<file path="src/rtl/block_a20_pkg.sv">
// Shared constants, types, basis table and reference encoder for the (20,A) UCI block code.
package block_a20_pkg;

  localparam int A20_NUM_SYMBOLS = 20;
  localparam int A20_MAX_A       = 13;

  typedef logic [12:0] a20_info_t;
  typedef logic [19:0] a20_cw_t;

  typedef enum logic [1:0] {
    ST_COLLECT = 2'd0,
    ST_CALC    = 2'd1,
    ST_SEND    = 2'd2
  } a20_state_e;

  // Row i holds M[i][0..12] with M[i][0] in the MSB, so M[i][n] is bit 12-n.
  localparam a20_info_t A20_BASIS [0:19] = '{
    13'b1100000000110, 13'b1110000001110, 13'b1001001011111, 13'b1011000010111,
    13'b1111000100111, 13'b1100101110111, 13'b1010101011111, 13'b1001100110111,
    13'b1101100101111, 13'b1011101001111, 13'b1010011101111, 13'b1110011010111,
    13'b1001010111111, 13'b1101010101111, 13'b1000110100101, 13'b1100111101101,
    13'b1110111001011, 13'b1001110010011, 13'b1101111100000, 13'b1000011000000
  };

  function automatic a20_cw_t a20_encode(input a20_info_t info, input logic [3:0] a);
    a20_cw_t cw;
    cw = '0;
    for (int i = 0; i < A20_NUM_SYMBOLS; i++) begin
      for (int n = 0; n < A20_MAX_A; n++) begin
        if (n < int'(a)) cw[i] = cw[i] ^ (info[n] & A20_BASIS[i][12-n]);
      end
    end
    return cw;
  endfunction

endpackage

</file>
<file path="src/rtl/block_encode_a20_if.sv">
// Stream/control bundle of block_encode_a20: 1-bit info stream in, coded stream out.
interface block_encode_a20_if #(
  parameter int DATA_WIDTH = 8
);
  logic [7:0]            code_length;
  logic                  code_length_valid;
  logic                  s_axis_tdata;
  logic                  s_axis_tvalid;
  logic                  s_axis_tready;
  logic                  s_axis_tlast;
  logic [DATA_WIDTH-1:0] m_axis_tdata;
  logic                  m_axis_tvalid;
  logic                  m_axis_tready;
  logic                  m_axis_tlast;
  logic                  len_err;

  modport slave (
    input  code_length, code_length_valid, s_axis_tdata, s_axis_tvalid, s_axis_tlast,
           m_axis_tready,
    output s_axis_tready, m_axis_tdata, m_axis_tvalid, m_axis_tlast, len_err
  );

  modport master (
    output code_length, code_length_valid, s_axis_tdata, s_axis_tvalid, s_axis_tlast,
           m_axis_tready,
    input  s_axis_tready, m_axis_tdata, m_axis_tvalid, m_axis_tlast, len_err
  );
endinterface

</file>
<file path="src/rtl/a20_codeword_calc.sv">
// Combinational (20,A) codeword generator: info bits and A in, 20-bit codeword out.
module a20_codeword_calc
  import block_a20_pkg::*;
(
  input  a20_info_t  info_i,
  input  logic [3:0] a_i,
  output a20_cw_t    cw_o
);
  assign cw_o = a20_encode(info_i, a_i);
endmodule

</file>
<file path="src/rtl/block_encode_a20.sv">
// (20,A) UCI block encoder: collects A info bits, computes the codeword, streams 20 coded beats.
// Optional macro BLOCK_ENC_A20_SOFT_OUT_EN: emit BPSK soft values (+/-SOFT_MAG) instead of hard bits.
module block_encode_a20
  import block_a20_pkg::*;
#(
  parameter int DATA_WIDTH  = 8,
  parameter int NUM_SYMBOLS = 20,
  parameter int MAX_A       = 13,
  parameter int SOFT_MAG    = 64
) (
  input  logic              clk,
  input  logic              s_axis_areset,
  block_encode_a20_if.slave bus
);

  if (NUM_SYMBOLS != A20_NUM_SYMBOLS || MAX_A != A20_MAX_A ||
      SOFT_MAG <= 0 || SOFT_MAG >= (1 << (DATA_WIDTH - 1))) begin : g_bad_cfg
    $error("block_encode_a20: unsupported parameter set");
  end

  localparam int LAST_IDX = NUM_SYMBOLS - 1;

  a20_state_e state_q, state_d;
  logic [3:0] cnt_q, cnt_d;
  logic [3:0] a_q, a_d;
  logic [4:0] idx_q, idx_d;
  a20_info_t  info_q, info_d;
  a20_cw_t    cw_q, cw_calc;
  logic       rdy_q;
  logic       len_err_q, len_err_d;

  logic       s_hs, m_hs, send_last, a_load;
  logic [3:0] a_eff;
  logic [4:0] cnt_inc;

  function automatic logic [DATA_WIDTH-1:0] map_bit(input logic b);
`ifdef BLOCK_ENC_A20_SOFT_OUT_EN
    logic signed [DATA_WIDTH-1:0] mag;
    mag = DATA_WIDTH'(SOFT_MAG);
    return b ? -mag : mag;
`else
    return {{(DATA_WIDTH-1){1'b0}}, b};
`endif
  endfunction

  assign s_hs      = rdy_q && bus.s_axis_tvalid;
  assign m_hs      = (state_q == ST_SEND) && bus.m_axis_tready;
  assign send_last = m_hs && (idx_q == 5'(LAST_IDX));
  // A may only change at a codeword boundary; a same-cycle strobe applies to the first beat.
  assign a_load    = (state_q == ST_COLLECT) && (cnt_q == 4'd0) && bus.code_length_valid &&
                     (bus.code_length != 8'd0) && (bus.code_length <= 8'(MAX_A));
  assign a_eff     = a_load ? bus.code_length[3:0] : a_q;
  assign cnt_inc   = {1'b0, cnt_q} + 5'd1;

  a20_codeword_calc u_calc (
    .info_i (info_q),
    .a_i    (a_q),
    .cw_o   (cw_calc)
  );

  always_ff @(posedge clk) begin
    if (s_axis_areset) begin
      state_q   <= ST_COLLECT;
      cnt_q     <= 4'd0;
      a_q       <= 4'(A20_MAX_A);
      idx_q     <= 5'd0;
      info_q    <= '0;
      rdy_q     <= 1'b0;
      len_err_q <= 1'b0;
    end else begin
      state_q   <= state_d;
      cnt_q     <= cnt_d;
      a_q       <= a_d;
      idx_q     <= idx_d;
      info_q    <= info_d;
      rdy_q     <= (state_d == ST_COLLECT);
      len_err_q <= len_err_d;
    end
  end

  always_ff @(posedge clk) begin
    if (state_q == ST_CALC) cw_q <= cw_calc;
  end

  always_comb begin
    state_d = state_q;
    case (state_q)
      ST_COLLECT: if (s_hs && bus.s_axis_tlast) state_d = ST_CALC;
      ST_CALC:    state_d = ST_SEND;
      ST_SEND:    if (send_last) state_d = ST_COLLECT;
      default:    state_d = ST_COLLECT;
    endcase
  end

  always_comb begin
    cnt_d     = cnt_q;
    a_d       = a_q;
    idx_d     = idx_q;
    info_d    = info_q;
    len_err_d = 1'b0;
    case (state_q)
      ST_COLLECT: begin
        a_d = a_eff;
        if (s_hs) begin
          // The count saturates at A, so surplus beats are dropped and tlast still sees cnt+1 != A.
          if (cnt_q < a_eff) begin
            info_d[cnt_q] = bus.s_axis_tdata;
            cnt_d         = cnt_inc[3:0];
          end
          if (bus.s_axis_tlast) len_err_d = (cnt_inc != {1'b0, a_eff});
        end
      end
      ST_SEND: begin
        if (send_last) begin
          idx_d  = 5'd0;
          cnt_d  = 4'd0;
          info_d = '0;
        end else if (m_hs) begin
          idx_d = idx_q + 5'd1;
        end
      end
      default: ;
    endcase
  end

  assign bus.s_axis_tready = rdy_q;
  assign bus.m_axis_tvalid = (state_q == ST_SEND);
  assign bus.m_axis_tlast  = (state_q == ST_SEND) && (idx_q == 5'(LAST_IDX));
  assign bus.m_axis_tdata  = (state_q == ST_SEND) ? map_bit(cw_q[idx_q]) : '0;
  assign bus.len_err       = len_err_q;

endmodule

</file>
<file path="src/flat_wrapper.sv">
// flat-port wrapper written by rule: the top's interface ports become plain ports
module block_encode_a20_flat import block_a20_pkg::*;
#(
  parameter int DATA_WIDTH  = 8,
  parameter int NUM_SYMBOLS = 20,
  parameter int MAX_A       = 13,
  parameter int SOFT_MAG    = 64
)
  (clk, s_axis_areset, bus_code_length, bus_code_length_valid, bus_s_axis_tdata, bus_s_axis_tvalid, bus_s_axis_tlast, bus_m_axis_tready, bus_s_axis_tready, bus_m_axis_tdata, bus_m_axis_tvalid, bus_m_axis_tlast, bus_len_err);
  block_encode_a20_if #(.DATA_WIDTH(DATA_WIDTH)) bus_i ();
  input  logic clk;
  input  logic s_axis_areset;
  input wire logic [$bits(bus_i.code_length)-1:0] bus_code_length;
  input wire logic [$bits(bus_i.code_length_valid)-1:0] bus_code_length_valid;
  input wire logic [$bits(bus_i.s_axis_tdata)-1:0] bus_s_axis_tdata;
  input wire logic [$bits(bus_i.s_axis_tvalid)-1:0] bus_s_axis_tvalid;
  input wire logic [$bits(bus_i.s_axis_tlast)-1:0] bus_s_axis_tlast;
  input wire logic [$bits(bus_i.m_axis_tready)-1:0] bus_m_axis_tready;
  output wire logic [$bits(bus_i.s_axis_tready)-1:0] bus_s_axis_tready;
  output wire logic [$bits(bus_i.m_axis_tdata)-1:0] bus_m_axis_tdata;
  output wire logic [$bits(bus_i.m_axis_tvalid)-1:0] bus_m_axis_tvalid;
  output wire logic [$bits(bus_i.m_axis_tlast)-1:0] bus_m_axis_tlast;
  output wire logic [$bits(bus_i.len_err)-1:0] bus_len_err;
  assign bus_i.code_length = bus_code_length;
  assign bus_i.code_length_valid = bus_code_length_valid;
  assign bus_i.s_axis_tdata = bus_s_axis_tdata;
  assign bus_i.s_axis_tvalid = bus_s_axis_tvalid;
  assign bus_i.s_axis_tlast = bus_s_axis_tlast;
  assign bus_i.m_axis_tready = bus_m_axis_tready;
  assign bus_s_axis_tready = bus_i.s_axis_tready;
  assign bus_m_axis_tdata = bus_i.m_axis_tdata;
  assign bus_m_axis_tvalid = bus_i.m_axis_tvalid;
  assign bus_m_axis_tlast = bus_i.m_axis_tlast;
  assign bus_len_err = bus_i.len_err;
  block_encode_a20 #(.DATA_WIDTH(DATA_WIDTH), .NUM_SYMBOLS(NUM_SYMBOLS), .MAX_A(MAX_A), .SOFT_MAG(SOFT_MAG)) u_core (.clk(clk), .s_axis_areset(s_axis_areset), .bus(bus_i));
endmodule
</file>
<file path="config.mk">
export PLATFORM = sky130hd
export DESIGN_NAME = block_encode_a20_flat
export DESIGN_NICKNAME = d
export VERILOG_FILES = /design/src/rtl/block_a20_pkg.sv /design/src/rtl/block_encode_a20_if.sv /design/src/rtl/a20_codeword_calc.sv /design/src/rtl/block_encode_a20.sv /design/src/flat_wrapper.sv
export SDC_FILE = /design/constraint.sdc
export NUM_CORES = 1
export LEC_CHECK = 0
export ABC_AREA = 1
export CAP_MARGIN = 20
export CORE_ASPECT_RATIO = 1.4
export CORE_MARGIN = 3
export CORE_UTILIZATION = 29
export DETAILED_ROUTE_END_ITERATION = 10
export HOLD_SLACK_MARGIN = 0.06
export MAX_ROUTING_LAYER = met4
export SYNTH_ARGS = -nofsm -noshare
export SYNTH_HDL_FRONTEND = slang
export SYNTH_SLANG_ARGS = --single-unit
</file>
<file path="constraint.sdc">
create_clock -name clk -period 3.2 [get_ports clk]
set_input_delay 0.32 -clock clk [delete_from_list [all_inputs] [get_ports clk]]
set_output_delay 0.32 -clock clk [all_outputs]
set_load 0.02 [all_outputs]
</file>
==> impl_metrics.env, run 1 <==
export IMPL_dr_pass1_iters=4
export IMPL_grt_pass1_vias=3233
export IMPL_ys_seq_area_share_pct=30.8
export IMPL_setup_viol=0
export IMPL_hp_class="flip-flop to flip-flop"
export IMPL_portBuffers=19
export IMPL_hold_buffers=0
export IMPL_io_pins=27
export IMPL_via_count=3393
export IMPL_gp_congestion=0.875
export IMPL_syn_avg_cell_area_um2=6.94
export IMPL_hold_viol_final=0
export IMPL_post_route_period_util_pct=86.7
export IMPL_syn_inst=562
export IMPL_critical_path_required_ps=3360
export IMPL_path_max_fanout=20
export IMPL_drc_errors=0
export IMPL_drt_iter0_markers=143
export IMPL_crit_path_start_kind="flip-flop"
export IMPL_slew_viol_final=0
export IMPL_synth_top_area_share_pct=16.8
export IMPL_synth_edf_count=20
export IMPL_clock_root_buffer="clkbuf_16"
export IMPL_ys_ff_latch=50
export IMPL_routedWlPerCell_um=11.6
export IMPL_reg2regPathDepth=17
export IMPL_path_clk_slew_ps=70
export IMPL_globalRouteTotalUtil_pct=12.8
export IMPL_status="finished, final reports clean"
export IMPL_yosysUniqueCellTypes=45
export IMPL_htree_levels=2
export IMPL_power_w=0.00169
export IMPL_row_count=49
export IMPL_p_leak_nw=1.96
export IMPL_antenna_found_initial=0
export IMPL_cts_sinks=50
export IMPL_final_common_cell="nand2_1"
export IMPL_clk_latency_ps=300
export IMPL_dp_hpwl_um=7300
export IMPL_final_cell_mix="175 x nand2_1, 62 x nor2_1, 58 x inv_1, 38 x nand3_1, 30 x dfxtp_1"
export IMPL_cts_buffers=5
export IMPL_die_area_mm2=0.0149
export IMPL_syn_to_final_growth_pct=13.2
export IMPL_grt_pass1_wl_um=15000
export IMPL_fillers=1396
export IMPL_die_w_um=104
export IMPL_start_util_pct=30.0
export IMPL_ctsLongestPathBuffers=2
export IMPL_p_per_area_mw_per_mm2=383
export IMPL_drive_above_1_share_pct=11.0
export IMPL_period_needed_ps=2780
export IMPL_synthTopCellsByArea="nand2_1 17%, dfxtp_1 15%, edfxtp_1 15%"
export IMPL_synth_area_mm2=0.00390
export IMPL_antenna_left=0
export IMPL_fmax_ghz=0.360
export IMPL_cts_resized=0
export IMPL_fin_skew_ps=9.76
export IMPL_antenna_cells=0
export IMPL_die_h_um=143
export IMPL_worstSetupPathType="flip-flop to flip-flop"
export IMPL_tns_ps=0
export IMPL_multi_input_area_mm2=0.00234
export IMPL_ys_flop_type="dfxtp_1"
export IMPL_synth_top_area_cell="nand2_1"
export IMPL_rsz0062_at_grt="false"
export IMPL_whs_ps=505
export IMPL_cts_tree="built"
export IMPL_core_area_mm2=0.0130
export IMPL_maxCapViolCount=0
export IMPL_dp_cells=751
export IMPL_tightest_slew_ps=696
export IMPL_cp_end_kind="flip-flop"
export IMPL_async_flop_share_pct=0
export IMPL_final_cells=759
export IMPL_crit_arrival_ps=2940
export IMPL_ys_warn_count=0
export IMPL_post_cts_setup_buffers=0
export IMPL_peakVddDrop_mv=0.212
export IMPL_seqCellArea_mm2=0.00120
export IMPL_placed_cell_area_mm2=0.00425
export IMPL_hold_depth=2
export IMPL_grt_start_max_net_pins=21
export IMPL_grt_ovfl_total=0
export IMPL_design_area_mm2=0.00442
export IMPL_slew_headroom_pct=53.5
export IMPL_finalNetCount=604
export IMPL_drt_total_wl_um=8770
export IMPL_vias_per_cell=4.47
[cell usage after synthesis, types with 4 or more instances]
library cell    n
dfxtp_1        30
o21ai_0        11
inv_1          58
a21oi_1        10
nand2_2         7
xnor2_1         6
inv_2          10
nand4_1         8
xor2_2          6
ha_1            9
nor2_4          4
buf_4           9
nand3_1        38
xor2_1         22
o21ai_1         4
edfxtp_1       20
nand3b_1        4
nor3_1         23
clkbuf_1        5
nand2_1       175
nor2_1         62
[sequential cells by signal (all words and copies together) (netlist names)]
register                  flops
u_core.cw_q                  20
u_core.info_q                13
u_core.idx_q                  5
u_core.a_q                    4
u_core.cnt_q                  4
u_core.state_q                2
u_core.bus.len_err            1
u_core.bus.s_axis_tready      1
[cell type report]
type / instances / share of cell area [%]
Clock buffer: 7 / 3.71
Sequential cell: 50 / 27.2
Tap cell: 178 / 5.04
Timing Repair Buffer: 22 / 4.81
Inverter: 70 / 6.06
Multi-Input combinational cell: 431 / 53.0
Clock inverter: 1 / 0.198
[logic make-up (layout without fill, tap and decap cells)]
kind of cell | count (synthesis) | in the layout | share of synthesized area [%]
compound gates | 42 | 42 | 7.38
other cells | 1 | 7 | 0.0961
buf+inv | 87 | 100 | 9.78
simple gates | 338 | 338 | 39.9
xor+xnor | 35 | 35 | 9.20
flops | 50 | 50 | 30.8
fa+ha+maj | 9 | 9 | 2.89
[per-stage QoR]
stage	worst slack [ps]	util [%]
detailed placement	347	32.7
floorplan	793	-
CTS	446	34.0
finish	424	34.0
global route	79.5	34.0
global placement	442	32.7
[worst paths after layout]
path | from | end | slack, ps
setup reg to reg | u_core.cnt_q[0] | u_core.info_q[2] | 420
hold / removal | u_core.info_q[11] | u_core.info_q[11] | 510
setup / recovery | u_core.cnt_q[0] | u_core.info_q[2] | 420
hold reg to reg | u_core.info_q[11] | u_core.info_q[11] | 510
[metal layers]
layer  up-vias  global-route usage [%]  wire length [um]
li1       1808                       -                 -
met1      1528                    12.9              3540
met2        41                    24.8              4800
met3        16                    1.81               220
met4         0                    4.69               208
met5         -                       -                 0
[where the power goes]
part           internal, W  switching (W)
Sequential        0.000697      0.0000240
Clock             0.000362       0.000247
Combinational     0.000136       0.000226
[critical path, cell delays in order, from the launching register on]
cell	delay (ps)
dfxtp_1	360
inv_1	140
ha_1	210
nand2_1	90
nor2_1	230
nand3_1	200
o21ai_0	330
ha_1	210
inv_1	40
nand2_1	40
nand2_1	40
nand3_1	60
nand2_1	50
nand2_1	50
nand3_1	130
buf_4	230
nor3_1	150
nor3_1	70
(Power assumes the default switching activity.)
==> inputs of run 2 (changes only) <==
--- a/config.mk
+++ b/config.mk
@@ -13,6 +13,7 @@
 export DETAILED_ROUTE_END_ITERATION = 10
 export HOLD_SLACK_MARGIN = 0.06
 export MAX_ROUTING_LAYER = met4
+export PLACE_DENSITY = 0.56
 export SYNTH_ARGS = -nofsm -noshare
 export SYNTH_HDL_FRONTEND = slang
 export SYNTH_SLANG_ARGS = --single-unit
==> run 2 against run 1 <==
Compared with the run above:
- global-route usage rose by 0.25 points
- register-to-register slack got worse by 20 ps
- first-iteration DRC count shrank 3.5%
- utilization shrank 0.21 points
- clock power is 14% lower
- wire length is 2.4% higher
- power fell by 4.9%
- design area decreased by 0.62%
- die area stayed put
- critical path type unchanged
- largest cell class unchanged
==> impl_metrics.env, run 2 (synthesized netlist as in run 1, its figures left out) <==
export IMPL_fmax_ghz=0.358
export IMPL_peakVddDrop_mv=0.217
export IMPL_finalNetCount=604
export IMPL_dr_pass1_iters=4
export IMPL_core_area_mm2=0.0130
export IMPL_post_cts_setup_buffers=0
export IMPL_io_pins=27
export IMPL_die_area_mm2=0.0149
export IMPL_cts_tree="built"
export IMPL_largest_reg_flops=20
export IMPL_cts_resized=0
export IMPL_hold_viol_final=0
export IMPL_row_count=49
export IMPL_die_h_um=143
export IMPL_cts_buffers=5
export IMPL_design_area_mm2=0.00439
export IMPL_period_needed_ps=2800
export IMPL_p_leak_nw=1.95
export IMPL_post_route_period_util_pct=87.4
export IMPL_final_cell_mix="175 x nand2_1, 62 x nor2_1, 58 x inv_1, 38 x nand3_1, 30 x dfxtp_1"
export IMPL_final_common_cell="nand2_1"
export IMPL_final_cells=759
export IMPL_die_w_um=104
export IMPL_dp_hpwl_um=7460
export IMPL_slew_headroom_pct=50.6
export IMPL_syn_to_final_growth_pct=12.5
export IMPL_drt_iter0_markers=138
export IMPL_setup_slack_ps=403
export IMPL_hp_class="flip-flop to flip-flop"
export IMPL_tns_ps=0
export IMPL_reg_top3="u_core.cw_q (20), u_core.info_q (13), u_core.idx_q (5)"
export IMPL_rsz0062_at_grt="false"
export IMPL_htree_levels=2
export IMPL_grt_pass1_vias=3211
export IMPL_antenna_left=0
export IMPL_top_register="u_core.cw_q"
export IMPL_via_count=3364
export IMPL_setup_viol=0
export IMPL_ctsLongestPathBuffers=2
export IMPL_drive_above_1_share_pct=11.0
export IMPL_routedWlPerCell_um=11.8
export IMPL_antenna_found_initial=0
export IMPL_crit_chain="inv_1 -> ha_1 -> nand2_1 -> nor2_1 -> nand3_1 -> nand2_1 -> nand2_1 -> ha_1 -> nand2_1 -> nand2_1 -> nand3_1 -> nand2_1 -> nand2_1 -> nand3_1 -> buf_4 -> nor3_1 -> nor3_1"
export IMPL_min_delay_start="u_core.info_q[11]"
export IMPL_grt_start_max_net_pins=22
export IMPL_wl_met3_um=233
export IMPL_status="finished, final reports clean"
export IMPL_dp_cells=751
export IMPL_drc_errors=0
export IMPL_maxUsedRoutingLayer="met4"
export IMPL_fillers=1391
export IMPL_fin_skew_ps=7.93
export IMPL_globalRouteTotalUtil_pct=13.0
export IMPL_antenna_cells=0
export IMPL_dr_wl_met2_um=4960
export IMPL_slew_viol_final=0
export IMPL_clock_root_buffer="clkbuf_16"
export IMPL_vias_per_cell=4.43
export IMPL_drt_total_wl_um=8980
export IMPL_cp_slowest_cell="dfxtp_1"
export IMPL_tightest_slew_ps=739
export IMPL_cp_startpoint="u_core.cnt_q[0]"
export IMPL_multi_input_area_mm2=0.00234
export IMPL_portBuffers=19
export IMPL_critPathMostFrequentCell="nand2_1"
export IMPL_utilization_pct=33.8
export IMPL_cts_sinks=50
export IMPL_detailedPlace_worstSlack_ps=304
export IMPL_start_util_pct=30.0
export IMPL_hold_buffers=0
export IMPL_cp_end_kind="flip-flop"
export IMPL_critical_path_required_ps=3350
export IMPL_p_per_area_mw_per_mm2=367
export IMPL_clk_latency_ps=300
export IMPL_seqCellArea_mm2=0.00120
export IMPL_crit_path_start_kind="flip-flop"
export IMPL_routedLengthMet1_um=3580
export IMPL_grt_pass1_wl_um=15300
export IMPL_placed_cell_area_mm2=0.00425
export IMPL_path_clk_slew_ps=70
export IMPL_worstSetupPathType="flip-flop to flip-flop"
export IMPL_maxCapViolCount=0
export IMPL_gp_congestion=0.854
export IMPL_path_max_fanout=20
export IMPL_grt_ovfl_total=0
export IMPL_critical_path_max_stage_delay_ps=350
export IMPL_crit_arrival_ps=2950
export IMPL_worstReg2RegStart="u_core.cnt_q[0]"
-- run 2: final timing paths --
check	end	slack, ps	cells past startpoint
setup / recovery	u_core.info_q[10]	400	17
hold / removal	u_core.info_q[11]	490	2
setup reg to reg	u_core.info_q[10]	400	17
hold reg to reg	u_core.info_q[11]	490	2
-- run 2: metal layers --
| layer | track usage, % | up-vias |
|---|---|---|
| met5 | - | - |
| met2 | 25.1 | 44 |
| li1 | - | 1795 |
| met1 | 13.4 | 1510 |
| met3 | 1.90 | 15 |
| met4 | 4.48 | 0 |
-- run 2: area by class of cell --
class,instances,share of cell area (%)
clock inverter,3,0.456
inverter,70,6.10
multi-input combinational,431,53.3
clock buffer,5,2.85
timing repair buffer,22,4.84
sequential,50,27.4
tap,178,5.07
-- run 2: per-stage QoR --
stage | power (W) | hold slack, ps
after floorplan | 0.00102 | 392
after CTS | 0.00163 | 496
after global placement | 0.00109 | 479
final | 0.00161 | 490
after detailed placement | 0.00110 | 483
after global routing | 0.00170 | 522
-- run 2: power by group --
group          switching [W]  internal (W)
clock network       0.000236      0.000290
logic               0.000228      0.000135
registers          0.0000232      0.000697
total               0.000487       0.00112
-- run 2: worst max-delay path: cells and delay by family, from the launching register on --
kind	cells	cell delay (ps)
adder cells (fa/ha/maj)	2	520
AND/OR/NAND/NOR	13	1400
flip-flops	1	350
buffers and inverters	2	400
==> inputs of run 3 (changes only) <==
--- a/config.mk
+++ b/config.mk
@@ -7,13 +7,16 @@
 export LEC_CHECK = 0
 export ABC_AREA = 1
 export CAP_MARGIN = 20
+export CELL_PAD_IN_SITES_DETAIL_PLACEMENT = 1
+export CELL_PAD_IN_SITES_GLOBAL_PLACEMENT = 2
 export CORE_ASPECT_RATIO = 1.4
 export CORE_MARGIN = 3
 export CORE_UTILIZATION = 29
+export CTS_CLUSTER_DIAMETER = 100
 export DETAILED_ROUTE_END_ITERATION = 10
 export HOLD_SLACK_MARGIN = 0.06
 export MAX_ROUTING_LAYER = met4
-export PLACE_DENSITY = 0.56
+export PLACE_DENSITY = 0.81
 export SYNTH_ARGS = -nofsm -noshare
 export SYNTH_HDL_FRONTEND = slang
 export SYNTH_SLANG_ARGS = --single-unit
==> run 3 against run 2 <==
Compared with the run above:
- sequential power about the same
- utilization increased by 0.47 points
- wire length increased by 19%
- design area increased by 1.4%
- count of clock-buffer cells in the layout unchanged
- via count increased by 3.3%
- sequential cell count unchanged
- fmax decreased by 1.3%
- cell count increased by 0.13%
- critical endpoint is now u_core.info_q[5]
- largest power group unchanged
- highest routed layer unchanged
==> impl_metrics.env, run 3 (synthesized netlist as in run 1, its figures left out) <==
export IMPL_dr_wl_met2_um=6070
export IMPL_crit_arrival_ps=3040
export IMPL_routedWlPerCell_um=14.0
export IMPL_top_register="u_core.cw_q"
export IMPL_reg_top3="u_core.cw_q (20), u_core.info_q (13), u_core.idx_q (5)"
export IMPL_die_w_um=104
export IMPL_vias_per_cell=4.57
export IMPL_globalRouteTotalUtil_pct=15.5
export IMPL_cp_slowest_cell="dfxtp_1"
export IMPL_p_leak_nw=1.97
export IMPL_dr_pass1_iters=4
export IMPL_drt_total_wl_um=10700
export IMPL_grt_ovfl_total=0
export IMPL_crit_chain="inv_1 -> ha_1 -> nand2_1 -> nor2_1 -> nand3_2 -> nand2_1 -> nand2_1 -> ha_1 -> nand2_1 -> nand2_1 -> nand3_1 -> nand2_1 -> nand2_1 -> nand3_1 -> buf_4 -> nor2_1 -> nor2_1 -> nor3_1"
export IMPL_die_area_mm2=0.0149
export IMPL_worstReg2RegEnd="u_core.info_q[5]"
export IMPL_path_max_fanout=20
export IMPL_largest_reg_flops=20
export IMPL_critical_path_required_ps=3410
export IMPL_grt_pass1_vias=3642
export IMPL_status="finished, final reports clean"
export IMPL_ctsLongestPathBuffers=2
export IMPL_period_needed_ps=2830
export IMPL_hold_depth=2
export IMPL_clk_latency_ps=300
export IMPL_cts_sinks=50
export IMPL_maxCapViolCount=0
export IMPL_cts_buffers=5
export IMPL_placed_cell_area_mm2=0.00425
export IMPL_row_count=49
export IMPL_utilization_pct=34.3
export IMPL_p_per_area_mw_per_mm2=403
export IMPL_gp_congestion=0.841
export IMPL_hp_class="flip-flop to flip-flop"
export IMPL_drc_errors=0
export IMPL_setup_slack_ps=365
export IMPL_die_h_um=143
export IMPL_post_cts_setup_buffers=0
export IMPL_worstReg2RegStart="u_core.cnt_q[0]"
export IMPL_fin_skew_ps=11.2
export IMPL_critPathMostFrequentCell="nand2_1"
export IMPL_hold_viol_final=0
export IMPL_dp_cells=752
export IMPL_cts_tree="built"
export IMPL_min_delay_start="u_core.info_q[2]"
export IMPL_io_pins=27
export IMPL_via_count=3476
export IMPL_final_cell_mix="175 x nand2_1, 62 x nor2_1, 58 x inv_1, 37 x nand3_1, 30 x dfxtp_1"
export IMPL_grt_pass1_wl_um=18000
export IMPL_tightest_slew_ps=809
export IMPL_slew_headroom_pct=45.9
export IMPL_setup_viol=0
export IMPL_slew_viol_final=0
export IMPL_clock_root_buffer="clkbuf_16"
export IMPL_cts_resized=0
export IMPL_htree_levels=2
export IMPL_cp_end_kind="flip-flop"
export IMPL_r2r_slack_ps=370
export IMPL_final_cells=760
export IMPL_holdPathEnd="u_core.info_q[2]"
export IMPL_critical_path_max_stage_delay_ps=350
export IMPL_wl_met3_um=145
export IMPL_grt_start_max_net_pins=22
export IMPL_dp_hpwl_um=8960
export IMPL_final_common_cell="nand2_1"
export IMPL_detailedPlace_worstSlack_ps=242
export IMPL_post_route_period_util_pct=88.6
export IMPL_routedLengthMet1_um=4210
export IMPL_reg2regPathDepth=18
export IMPL_design_area_mm2=0.00445
export IMPL_hold_buffers=0
export IMPL_syn_to_final_growth_pct=14.1
export IMPL_antenna_left=0
export IMPL_core_area_mm2=0.0130
export IMPL_antenna_cells=0
export IMPL_fillers=1674
export IMPL_finalNetCount=605
export IMPL_crit_path_start_kind="flip-flop"
export IMPL_drive_above_1_share_pct=11.3
export IMPL_worstSetupPathType="flip-flop to flip-flop"
export IMPL_path_clk_slew_ps=70
export IMPL_peakVddDrop_mv=0.189
export IMPL_fmax_ghz=0.353
export IMPL_drt_iter0_markers=49
export IMPL_start_util_pct=30.0
export IMPL_maxUsedRoutingLayer="met4"
export IMPL_portBuffers=19
export IMPL_antenna_found_initial=0
-- run 3: cell count changes in the layout (fill, tap and decap cells not counted), sizes merged --
| cell | before | now |
|---|---|---|
| buf | 3 | 4 |
| clkinv | 2 | 1 |
| inv | 71 | 70 |
| bufinv | 0 | 2 |
-- run 3: area by class of cell --
type / count / area [um^2] / share of cell area (%)
Clock buffer: 5 / 125 / 2.81
Clock inverter: 3 / 68.8 / 1.55
Inverter: 70 / 268 / 6.01
Multi-Input combinational cell: 431 / 2350 / 52.7
Sequential cell: 50 / 1200 / 27.0
Tap cell: 178 / 223 / 5.00
Timing Repair Buffer: 23 / 220 / 4.95
-- run 3: worst max-delay path: cells and delay by family (launching register included) --
kind,cells,cell delay [ps]
and+or+nand+nor,14,1500
adders and majority gates,2,520
buffers and inverters,2,390
DFF,1,350
-- run 3: through the flow --
| step | total power [W] | setup TNS (ps) | hold WS (ps) |
|---|---|---|---|
| final | 0.00179 | 0 | 516 |
| after global placement | 0.00110 | 0 | 483 |
| after floorplan | 0.00102 | 0 | 392 |
| after CTS | 0.00182 | 0 | 516 |
| after detailed placement | 0.00111 | 0 | 507 |
| after global routing | 0.00190 | -58.0 | 548 |
-- run 3: power by group --
| group | switching (W) | internal [W] | leakage (nW) |
|---|---|---|---|
| clock network | 0.000248 | 0.000450 | 0.0940 |
| logic | 0.000238 | 0.000136 | 1.45 |
| registers | 0.0000250 | 0.000697 | 0.429 |
| total | 0.000511 | 0.00128 | 1.97 |
-- run 3: per-layer routing --
| metal | global-route usage (%) | vias up |
|---|---|---|
| li1 | - | 1797 |
| met1 | 15.6 | 1645 |
| met2 | 30.8 | 23 |
| met3 | 1.90 | 11 |
| met4 | 5.11 | 0 |
| met5 | - | - |
-- run 3: worst max-delay path by stage --
stage | cells after the start | to | start
finish | 18 | u_core.info_q[5] | u_core.cnt_q[0]
global route | 18 | u_core.info_q[12] | u_core.cnt_q[0]
CTS | 17 | u_core.info_q[12] | u_core.cnt_q[0]
detailed placement | 17 | u_core.info_q[9] | bus_code_length_valid
global placement | 17 | u_core.info_q[10] | bus_code_length_valid
floorplan | 18 | u_core.info_q[12] | u_core.cnt_q[0]
